==> config.mk <==
export PLATFORM = sky130hd
export DESIGN_NAME = btn_debounce_array
export DESIGN_NICKNAME = d
export VERILOG_FILES = /design/src/rtl/btn_debounce_pkg.sv /design/src/rtl/btn_debounce_ch.sv /design/src/rtl/btn_debounce_array.sv
export SDC_FILE = /design/constraint.sdc
export NUM_CORES = 1
export LEC_CHECK = 0
export ABC_AREA = 1
export BUFFER_PORTS_ARGS = -buffer_cell sky130_fd_sc_hd__buf_4
export CAP_MARGIN = 30
export CORE_MARGIN = 1
export CORE_UTILIZATION = 44
export DETAILED_ROUTE_END_ITERATION = 16
export HOLD_SLACK_MARGIN = 0.06
export PLACE_DENSITY = 0.69
export SLEW_MARGIN = 25
export SYNTH_ARGS = -nofsm -noshare
export SYNTH_HDL_FRONTEND = slang
export SYNTH_SLANG_ARGS = --single-unit
==> constraint.sdc <==
create_clock -name clk -period 1.1 [get_ports clk]
set_input_delay 0.22 -clock clk [delete_from_list [all_inputs] [get_ports clk]]
set_output_delay 0.22 -clock clk [all_outputs]
set_load 0.03 [all_outputs]
==> src/rtl/btn_debounce_pkg.sv <==
// Shared types and helpers for the multi-channel button debouncer.
package btn_debounce_pkg;

  typedef enum logic [1:0] {
    S_RELEASED     = 2'd0,
    S_PRESS_PEND   = 2'd1,
    S_PRESSED      = 2'd2,
    S_RELEASE_PEND = 2'd3
  } state_e;

  // One counter serves both debounce and hold timing, so it is sized for the largest wait.
  function automatic int cnt_width(input int dw, input int lw, input int rw);
    int m;
    m = dw;
    if (lw > m) m = lw;
    if (rw > m) m = rw;
    return $clog2(m + 1);
  endfunction

endpackage

==> src/rtl/btn_debounce_ch.sv <==
// One debounce channel: synchroniser, debounce FSM and counter, optional hold timer.
// Long-press/auto-repeat is built only when BTN_LONG_PRESS_EN is defined.
module btn_debounce_ch
  import btn_debounce_pkg::*;
#(
  parameter int DEBOUNCE_WAIT = 8,
  parameter int SYNC_STAGES   = 2,
  parameter int LONG_WAIT     = 64,
  parameter int REPEAT_WAIT   = 16
) (
  input  logic clk,
  input  logic rst_n,
  input  logic btn_in,
  output logic level_out,
  output logic press_pls,
  output logic release_pls,
  output logic long_pls
);

  localparam int CW = cnt_width(DEBOUNCE_WAIT, LONG_WAIT, REPEAT_WAIT);
  localparam logic [CW-1:0] DW_M1 = CW'(DEBOUNCE_WAIT - 1);

  logic [SYNC_STAGES-1:0] sync_r;
  logic                   sync_s;
  state_e                 state_r, state_s;
  logic [CW-1:0]          cnt_r, cnt_s;
  logic                   level_r, press_r, release_r;
  logic                   level_s, press_s, release_s;

`ifdef BTN_LONG_PRESS_EN
  localparam logic [CW-1:0] LW_M1 = CW'(LONG_WAIT - 1);
  localparam logic [CW-1:0] RW_M1 = (REPEAT_WAIT > 0) ? CW'(REPEAT_WAIT - 1) : {CW{1'b0}};
  logic long_r, long_s;
  logic long_done_r, long_done_s;
`endif

  assign sync_s = sync_r[SYNC_STAGES-1];

  // Synchroniser shift chain for the asynchronous input.
  always_ff @(posedge clk or negedge rst_n) begin
    if (!rst_n) begin
      sync_r <= '0;
    end else begin
      sync_r <= {sync_r[SYNC_STAGES-2:0], btn_in};
    end
  end

  // Next-state, counter and pulse logic.
  always_comb begin
    state_s   = state_r;
    cnt_s     = cnt_r;
    press_s   = 1'b0;
    release_s = 1'b0;
`ifdef BTN_LONG_PRESS_EN
    long_s      = 1'b0;
    long_done_s = long_done_r;
`endif
    case (state_r)
      S_RELEASED: begin
        if (sync_s) begin
          if (DEBOUNCE_WAIT == 1) begin
            state_s = S_PRESSED;
            cnt_s   = '0;
            press_s = 1'b1;
          end else begin
            state_s = S_PRESS_PEND;
            cnt_s   = CW'(1);
          end
        end else begin
          cnt_s = '0;
        end
      end
      S_PRESS_PEND: begin
        if (!sync_s) begin
          state_s = S_RELEASED;
          cnt_s   = '0;
        end else if (cnt_r == DW_M1) begin
          state_s = S_PRESSED;
          cnt_s   = '0;
          press_s = 1'b1;
        end else begin
          cnt_s = cnt_r + CW'(1);
        end
      end
      S_PRESSED: begin
        if (!sync_s) begin
`ifdef BTN_LONG_PRESS_EN
          long_done_s = 1'b0;
`endif
          if (DEBOUNCE_WAIT == 1) begin
            state_s   = S_RELEASED;
            cnt_s     = '0;
            release_s = 1'b1;
          end else begin
            state_s = S_RELEASE_PEND;
            cnt_s   = CW'(1);
          end
        end else begin
`ifdef BTN_LONG_PRESS_EN
          // While held, cnt is the hold timer: first LONG_WAIT, then REPEAT_WAIT periods.
          if (!long_done_r) begin
            if (cnt_r == LW_M1) begin
              long_s      = 1'b1;
              long_done_s = 1'b1;
              cnt_s       = '0;
            end else begin
              cnt_s = cnt_r + CW'(1);
            end
          end else if (REPEAT_WAIT > 0) begin
            if (cnt_r == RW_M1) begin
              long_s = 1'b1;
              cnt_s  = '0;
            end else begin
              cnt_s = cnt_r + CW'(1);
            end
          end else begin
            cnt_s = cnt_r;
          end
`else
          cnt_s = '0;
`endif
        end
      end
      S_RELEASE_PEND: begin
        if (sync_s) begin
          state_s = S_PRESSED;
          cnt_s   = '0;
        end else if (cnt_r == DW_M1) begin
          state_s   = S_RELEASED;
          cnt_s     = '0;
          release_s = 1'b1;
        end else begin
          cnt_s = cnt_r + CW'(1);
        end
      end
      default: begin
        state_s = S_RELEASED;
        cnt_s   = '0;
      end
    endcase
    level_s = (state_s == S_PRESSED) || (state_s == S_RELEASE_PEND);
  end

  // State, counter and registered outputs.
  always_ff @(posedge clk or negedge rst_n) begin
    if (!rst_n) begin
      state_r   <= S_RELEASED;
      cnt_r     <= '0;
      level_r   <= 1'b0;
      press_r   <= 1'b0;
      release_r <= 1'b0;
    end else begin
      state_r   <= state_s;
      cnt_r     <= cnt_s;
      level_r   <= level_s;
      press_r   <= press_s;
      release_r <= release_s;
    end
  end

`ifdef BTN_LONG_PRESS_EN
  // Long-press pulse and first-long-done flag.
  always_ff @(posedge clk or negedge rst_n) begin
    if (!rst_n) begin
      long_r      <= 1'b0;
      long_done_r <= 1'b0;
    end else begin
      long_r      <= long_s;
      long_done_r <= long_done_s;
    end
  end
  assign long_pls = long_r;
`else
  assign long_pls = 1'b0;
`endif

  assign level_out   = level_r;
  assign press_pls   = press_r;
  assign release_pls = release_r;

endmodule

==> src/rtl/btn_debounce_array.sv <==
// N_CH-channel button debouncer: polarity fix-up, per-channel debounce, any-press summary.
// Optional long-press/auto-repeat enabled by defining BTN_LONG_PRESS_EN.
module btn_debounce_array
  import btn_debounce_pkg::*;
#(
  parameter int              N_CH          = 4,
  parameter int              DEBOUNCE_WAIT = 8,
  parameter int              SYNC_STAGES   = 2,
  parameter logic [N_CH-1:0] ACTIVE_LOW    = '0,
  parameter int              LONG_WAIT     = 64,
  parameter int              REPEAT_WAIT   = 16
) (
  input  logic            clk,
  input  logic            rst_n,
  input  logic [N_CH-1:0] btn_in,
  output logic [N_CH-1:0] level_out,
  output logic [N_CH-1:0] press_pls,
  output logic [N_CH-1:0] release_pls,
  output logic            any_press,
  output logic [N_CH-1:0] long_pls
);

  logic [N_CH-1:0] btn_log_s;

  // Inversion happens ahead of the synchroniser so every channel sees 1 = pressed.
  assign btn_log_s = btn_in ^ ACTIVE_LOW;

  for (genvar i = 0; i < N_CH; i++) begin : g_ch
    btn_debounce_ch #(
      .DEBOUNCE_WAIT (DEBOUNCE_WAIT),
      .SYNC_STAGES   (SYNC_STAGES),
      .LONG_WAIT     (LONG_WAIT),
      .REPEAT_WAIT   (REPEAT_WAIT)
    ) u_ch (
      .clk         (clk),
      .rst_n       (rst_n),
      .btn_in      (btn_log_s[i]),
      .level_out   (level_out[i]),
      .press_pls   (press_pls[i]),
      .release_pls (release_pls[i]),
      .long_pls    (long_pls[i])
    );
  end

  assign any_press = |press_pls;

endmodule

**Word level (Yosys, flattened, before mapping)**

Cells that the tools add are included.

- ROM bits: 0
- Memories kept: 0
- Output and inout bits: 17
- Bits in registers: 56
- RAM bits: 0
- Input bits: 6
- Bits in latches: 0
- Word-level logic and storage cells: 133

- Multiplexer cells: 72
- Order comparisons: 0
- Multiply operators: 0
- Add/subtract/negate cells: 4
- Equal/unequal tests: 24
- Divide/modulo/power cells: 0
- Reduce and logical (&&, ||, !) cells: 9
- Shift operators: 0
- Bitwise gates (word level): 0

Operator list:

| kind | count |
|---|---|
| 7-bit case mux with 4 select lines | 4 |
| 7-bit 2-to-1 mux | 12 |
| 2-bit 2-to-1 mux | 24 |
| 2-bit == test (second input constant) | 16 |
| 2-bit case mux with 4 select lines | 4 |
| 7-bit by 1-bit adder with 7-bit output (second input constant) | 4 |
| 7-bit by 3-bit == test with 1-bit output (second input constant) | 4 |
| 1-bit 2-to-1 mux | 28 |
| 2-bit by 1-bit == test with 1-bit output (second input constant) | 4 |
| 2-bit logical NOT | 4 |
| 1-bit logical OR | 4 |
| 4-bit OR reduction | 1 |

**Longest topological paths before layout**

- Depth after elaboration: 6
- Gate-level depth with buffers: 7

**Modules after synthesis**

A second synthesis with hierarchy kept.

- Cell total of the unflattened synthesis: 263
- Area total of the unflattened synthesis: 2,398.6 µm²

By module, submodules not included:

| module | area an instance (µm²) | cells each | times used | sequential area each (µm²) |
|---|---|---|---|---|
| btn_debounce_ch (g_ch[0].u_ch ...) | 586.8 | 64 | 3 | 325.3 |
| btn_debounce_ch (g_ch[3].u_ch) | 626.9 | 68 | 1 | 350.3 |
| btn_debounce_array | 11.3 | 3 | 1 | 0.0 |

**Least setup slack after synthesis**

No wires, ideal clock.

- Path kind: register -> register
- From: register g_ch[0].u_ch.cnt_r[0]
- To: register g_ch[0].u_ch.level_r
- Stages on the path, launching flop included: 8
- Library setup time: 0.127 ns
- Slack: -0.098 ns
- Required time: 0.973 ns
- Path buffers: 0
- Arrival: 1.071 ns
- Period minus slack after synthesis: 1.198 ns
- Cell sequence: dfrtp_1 ha_1 nand2_2 clkinv_2 nand3_4 nor2_8 nand2_2 o21ai_0

- Word-level cells in the longest chain between the ends: 6
- Elaborated cells between the ends (all ways): 9
- Classes of those cells: eq/ne: 3; mux: 5; reduce/logical: 1

RTL lines:

| item | RTL line | text |
|---|---|---|
| start, declared | btn_debounce_ch.sv:26 | `logic [CW-1:0] cnt_r, cnt_s;` |
| start signal, assigned | btn_debounce_ch.sv:154 | `cnt_r <= cnt_s;` |
| 7-bit by 3-bit == test with 1-bit output * | btn_debounce_ch.sv:77, btn_debounce_ch.sv:128 |  |
| 2-bit 2-to-1 mux (on tied branches) | btn_debounce_ch.sv:128, btn_debounce_ch.sv:77 |  |
| 2-bit 2-to-1 mux (on tied branches) | btn_debounce_ch.sv:125, btn_debounce_ch.sv:74 |  |
| 2-bit case mux with 4 select lines * | btn_debounce_ch.sv:58 | `case (state_r)` |
| 2-bit == test | btn_debounce_ch.sv:141 | `level_s = (state_s == S_PRESSED) \|\| (state_s == S_RELEASE_PEND);` |
| 1-bit logical OR * | btn_debounce_ch.sv:141 |  |
| net g_ch[0].u_ch.level_s | btn_debounce_ch.sv:28 | `logic level_s, press_s, release_s;` |
| end signal, assigned | btn_debounce_ch.sv:155 | `level_r <= level_s;` |
| end, declared | btn_debounce_ch.sv:27 | `logic level_r, press_r, release_r;` |

The timed path passes the listed nets; every way through them passes the cells marked *.

**Worst setup path in the final report**

- From: register g_ch[0].u_ch.cnt_r[0]
- To: register g_ch[0].u_ch.state_r[1]

- Word-level cells in the longest chain between the ends: 4
- Elaborated cells between the ends (all ways): 6
- Classes of those cells: eq/ne: 1; mux: 5

RTL lines:

| item | RTL line | text |
|---|---|---|
| 7-bit by 3-bit == test with 1-bit output * | btn_debounce_ch.sv:77, btn_debounce_ch.sv:128 |  |
| 2-bit 2-to-1 mux (on tied branches) | btn_debounce_ch.sv:128, btn_debounce_ch.sv:77 |  |
| 2-bit 2-to-1 mux (on tied branches) | btn_debounce_ch.sv:125, btn_debounce_ch.sv:74 |  |
| 2-bit case mux with 4 select lines * | btn_debounce_ch.sv:58 |  |
| net g_ch[0].u_ch.state_s[1] | btn_debounce_ch.sv:25 | `state_e state_r, state_s;` |
| end signal, assigned | btn_debounce_ch.sv:153 | `state_r <= state_s;` |
| end, declared | btn_debounce_ch.sv:25 |  |

Marked as above.

==> out/qor.yml <==
worst_skew_pair.late_latency_ns: 0.32
initial_core_util_pct: 46.6
fin_crit_sh_pct: 117
avgRoutedWirePerCell_um: 12.4
critical_path_arrival_ns: 1.52
start_kind: "flip-flop"
synthesis.area_mm2: 0.00263
slew_violations: 0
hp-class: "reg -> reg"
grt_setup_unrepaired: "true"
yosysWarnings: 0
syn_area_per_cell_um2: 9.40
clock_tree.root_cell: "clkbuf_8"
synthTopCellsByArea: "dfrtp_1 53%, nor2_1 6.0%, nand2_1 5.3%, buf_4 4.6%, inv_1 4.4%"
clk_pin_slew_ns: 0.11
crit_chain: "ha_2 -> nand2_4 -> inv_4 -> nand3_4 -> nor2_8 -> nand2_4 -> o21ai_2"
wirelength_um: 5190
antenna_cells: 0
dp_cells: 380
synth.largest_area_cell: "dfrtp_1"
coreArea_mm2: 0.00564
grt_pass1_vias: 1942
drcViolationCount: 0
synth_edf_count: 0
area_growth_pct: 41.4
peakVddDrop_mv: 0.639
p_per_area_mw_per_mm2: 982
synthesis.instances: 280
synthMuxAreaShare_pct: 0
clock-sinks: 56
synth_seq_area_share_pct: 53.3
cp_common_cell: "nand2_4"
die_x_um: 79.3
synthArstFlopShare_pct: 100
cp_slowest_cell: "dfrtp_1"
timing.fmax_ghz: 0.779
outcome: "finished with violations"
yosys.area_share.adder_pct: 1.90
finClkSkew_ns: 0.0145
h-tree-depth: 2
endpoint_kind: "flip-flop"
rows: 27
drive_above_1_share_pct: 52.4
max_cap_violations: 0
synth-xor-area-share_pct: 2.33
nets: 356
yosys.area_share.simple_pct: 28.8
grt_overflow_total: 0
violations: "negative setup slack"
cp.required_ns: 1.34
setup_viol: 46
via_per_inst: 4.73
synthTopCellsByCount: "56 x dfrtp_1, 42 x nor2_1, 37 x nand2_1"
report.final.hold_viol_count: 0
power_w: 0.00365
io_pins: 23
worstPathMaxFanout: 5
port-buffer-count: 18
cpPeakStageDelay_ns: 0.38
place_congestion: 0.822
dieArea_mm2: 0.00629
tritoncts: "yes"
setup_ws_ns: -0.183
synth-main-ff-cell: "dfrtp_1"
dp_hpwl_um: 2980
drt-pass1-iter-count: 4
leakage_nw: 1.76
synth_top_family_by_area: "simple AND/OR/NAND/NOR gates"
yosys.area.top_type_share_pct: 53.3
synth.distinct_cells: 23
dr_total_vias: 1980
grt_max_degree: 57
fin_crit_ns: 1.28
grt_first_pass_wirelength_um: 8040
yosysMostFrequentCell: "dfrtp_1"
drt_iter0_drc: 78
drtAntennaViolNets: 0
numCtsBuffers: 5
dieHeight_um: 79.3
ys_seq_elements: 56
track_usage_pct: 16.7
clk_path_buf_depth: 2
worstSetupPathType: "reg -> reg"
stdcell_count: 419
grt_antenna_before_repair: 0
synth_compound_gate_area_share_pct: 3.80
-- area by class of cell --
cell class | instances | area (um2)
fillers | 414 | 1920
clock inverters | 3 | 22.5
well taps | 72 | 90.1
inverters | 35 | 146
flip-flops and latches | 56 | 1410
repair buffers | 72 | 644
clock buffers | 5 | 68.8
multi-input cells | 176 | 1340
-- power breakdown --
group	switching, W	internal, W
logic	0.000193	0.000146
clock network	0.000714	0.000458
registers	0.0000381	0.00210
total	0.000946	0.00271
-- final timing paths --
path / from / to / slack [ns] / cells after the start
max: g_ch[0].u_ch.cnt_r[0] / g_ch[0].u_ch.state_r[1] / -0.18 / 7
min: g_ch[3].u_ch.sync_r[0] / g_ch[3].u_ch.sync_r[1] / 0.34 / 0
max reg2reg: g_ch[0].u_ch.cnt_r[0] / g_ch[0].u_ch.state_r[1] / -0.18 / 7
min reg2reg: g_ch[3].u_ch.sync_r[0] / g_ch[3].u_ch.sync_r[1] / 0.34 / 0
max in group asynchronous: rst_n / g_ch[1].u_ch.cnt_r[2] / 0.43 / 3
min in group asynchronous: rst_n / g_ch[2].u_ch.cnt_r[4] / 0.40 / 3
-- cell families after synthesis --
logic type                 after synthesis
AOI/OAI and AO/OA                       17
xor gates and xnor gates                 7
adders and majority gates                4
buffers and inverters                   51
DFF                                     56
other                                    1
and+or+nand+nor                        144
-- stage by stage --
stage                     hold WS [ns]  setup TNS, ns  cell area (um2)  setup slack [ns]  utilization (%)
final                            0.343          -3.78             3720            -0.183             66.0
after global routing             0.355          -6.42             3720            -0.251             66.0
after floorplan                -0.0756        -0.0925             2650           -0.0266                -
after global placement           0.226         -0.179             2940           -0.0254             52.2
after detailed placement         0.228         -0.715             2940           -0.0591             52.2
after CTS                        0.350          -1.43             3270            -0.159             58.0
-- flip-flops by register name (all words and copies together) (netlist names) --
register and count:
g_ch.u_ch.press_pls 4, g_ch.u_ch.level_out 4, g_ch.u_ch.sync_r 8, g_ch.u_ch.cnt_r 28
g_ch.u_ch.state_r 8, g_ch.u_ch.release_pls 4
-- metal layers --
| layer | GRT usage, % | wire length [um] | up-vias |
|---|---|---|---|
| li1 | - | - | 987 |
| met1 | 19.3 | 2230 | 951 |
| met2 | 29.4 | 2710 | 33 |
| met3 | 4.14 | 148 | 9 |
| met4 | 6.36 | 109 | 0 |
| met5 | 0 | 0 | - |
-- placed cells by master (no fill, tap or decap), drive strengths merged --
cell	n
nor2	58
inv	34
nand2	45
dfrtp	56
nor3	8
ha	4
nand3	22
xor2	4
nand4	3
xnor2	3
o21ai	8
buf	67
a21oi	9
clkinv	4
dlygate4sd3	5
and2	4
clkbuf	5
conb	4
nor3b	4
-- repair_timing --
action | in CTS | in global routing
hold endpoints to repair | 60 | 0
hold buffers | 5 | 0
gates resized for setup | 33 | 85
pin swaps | 9 | 30
buffers inserted | 7 | 23
setup endpoints to repair | 37 | 57
-- worst max-delay path, delay by kind of cell, from the launching register on --
family | cells | cell delay (ns)
and+or+nand+nor | 4 | 0.47
AOI/OAI and AO/OA | 1 | 0.06
DFF | 1 | 0.38
buffers and inverters | 1 | 0.07
adders and majority gates | 1 | 0.23
Power figures use the tool's default switching activity.
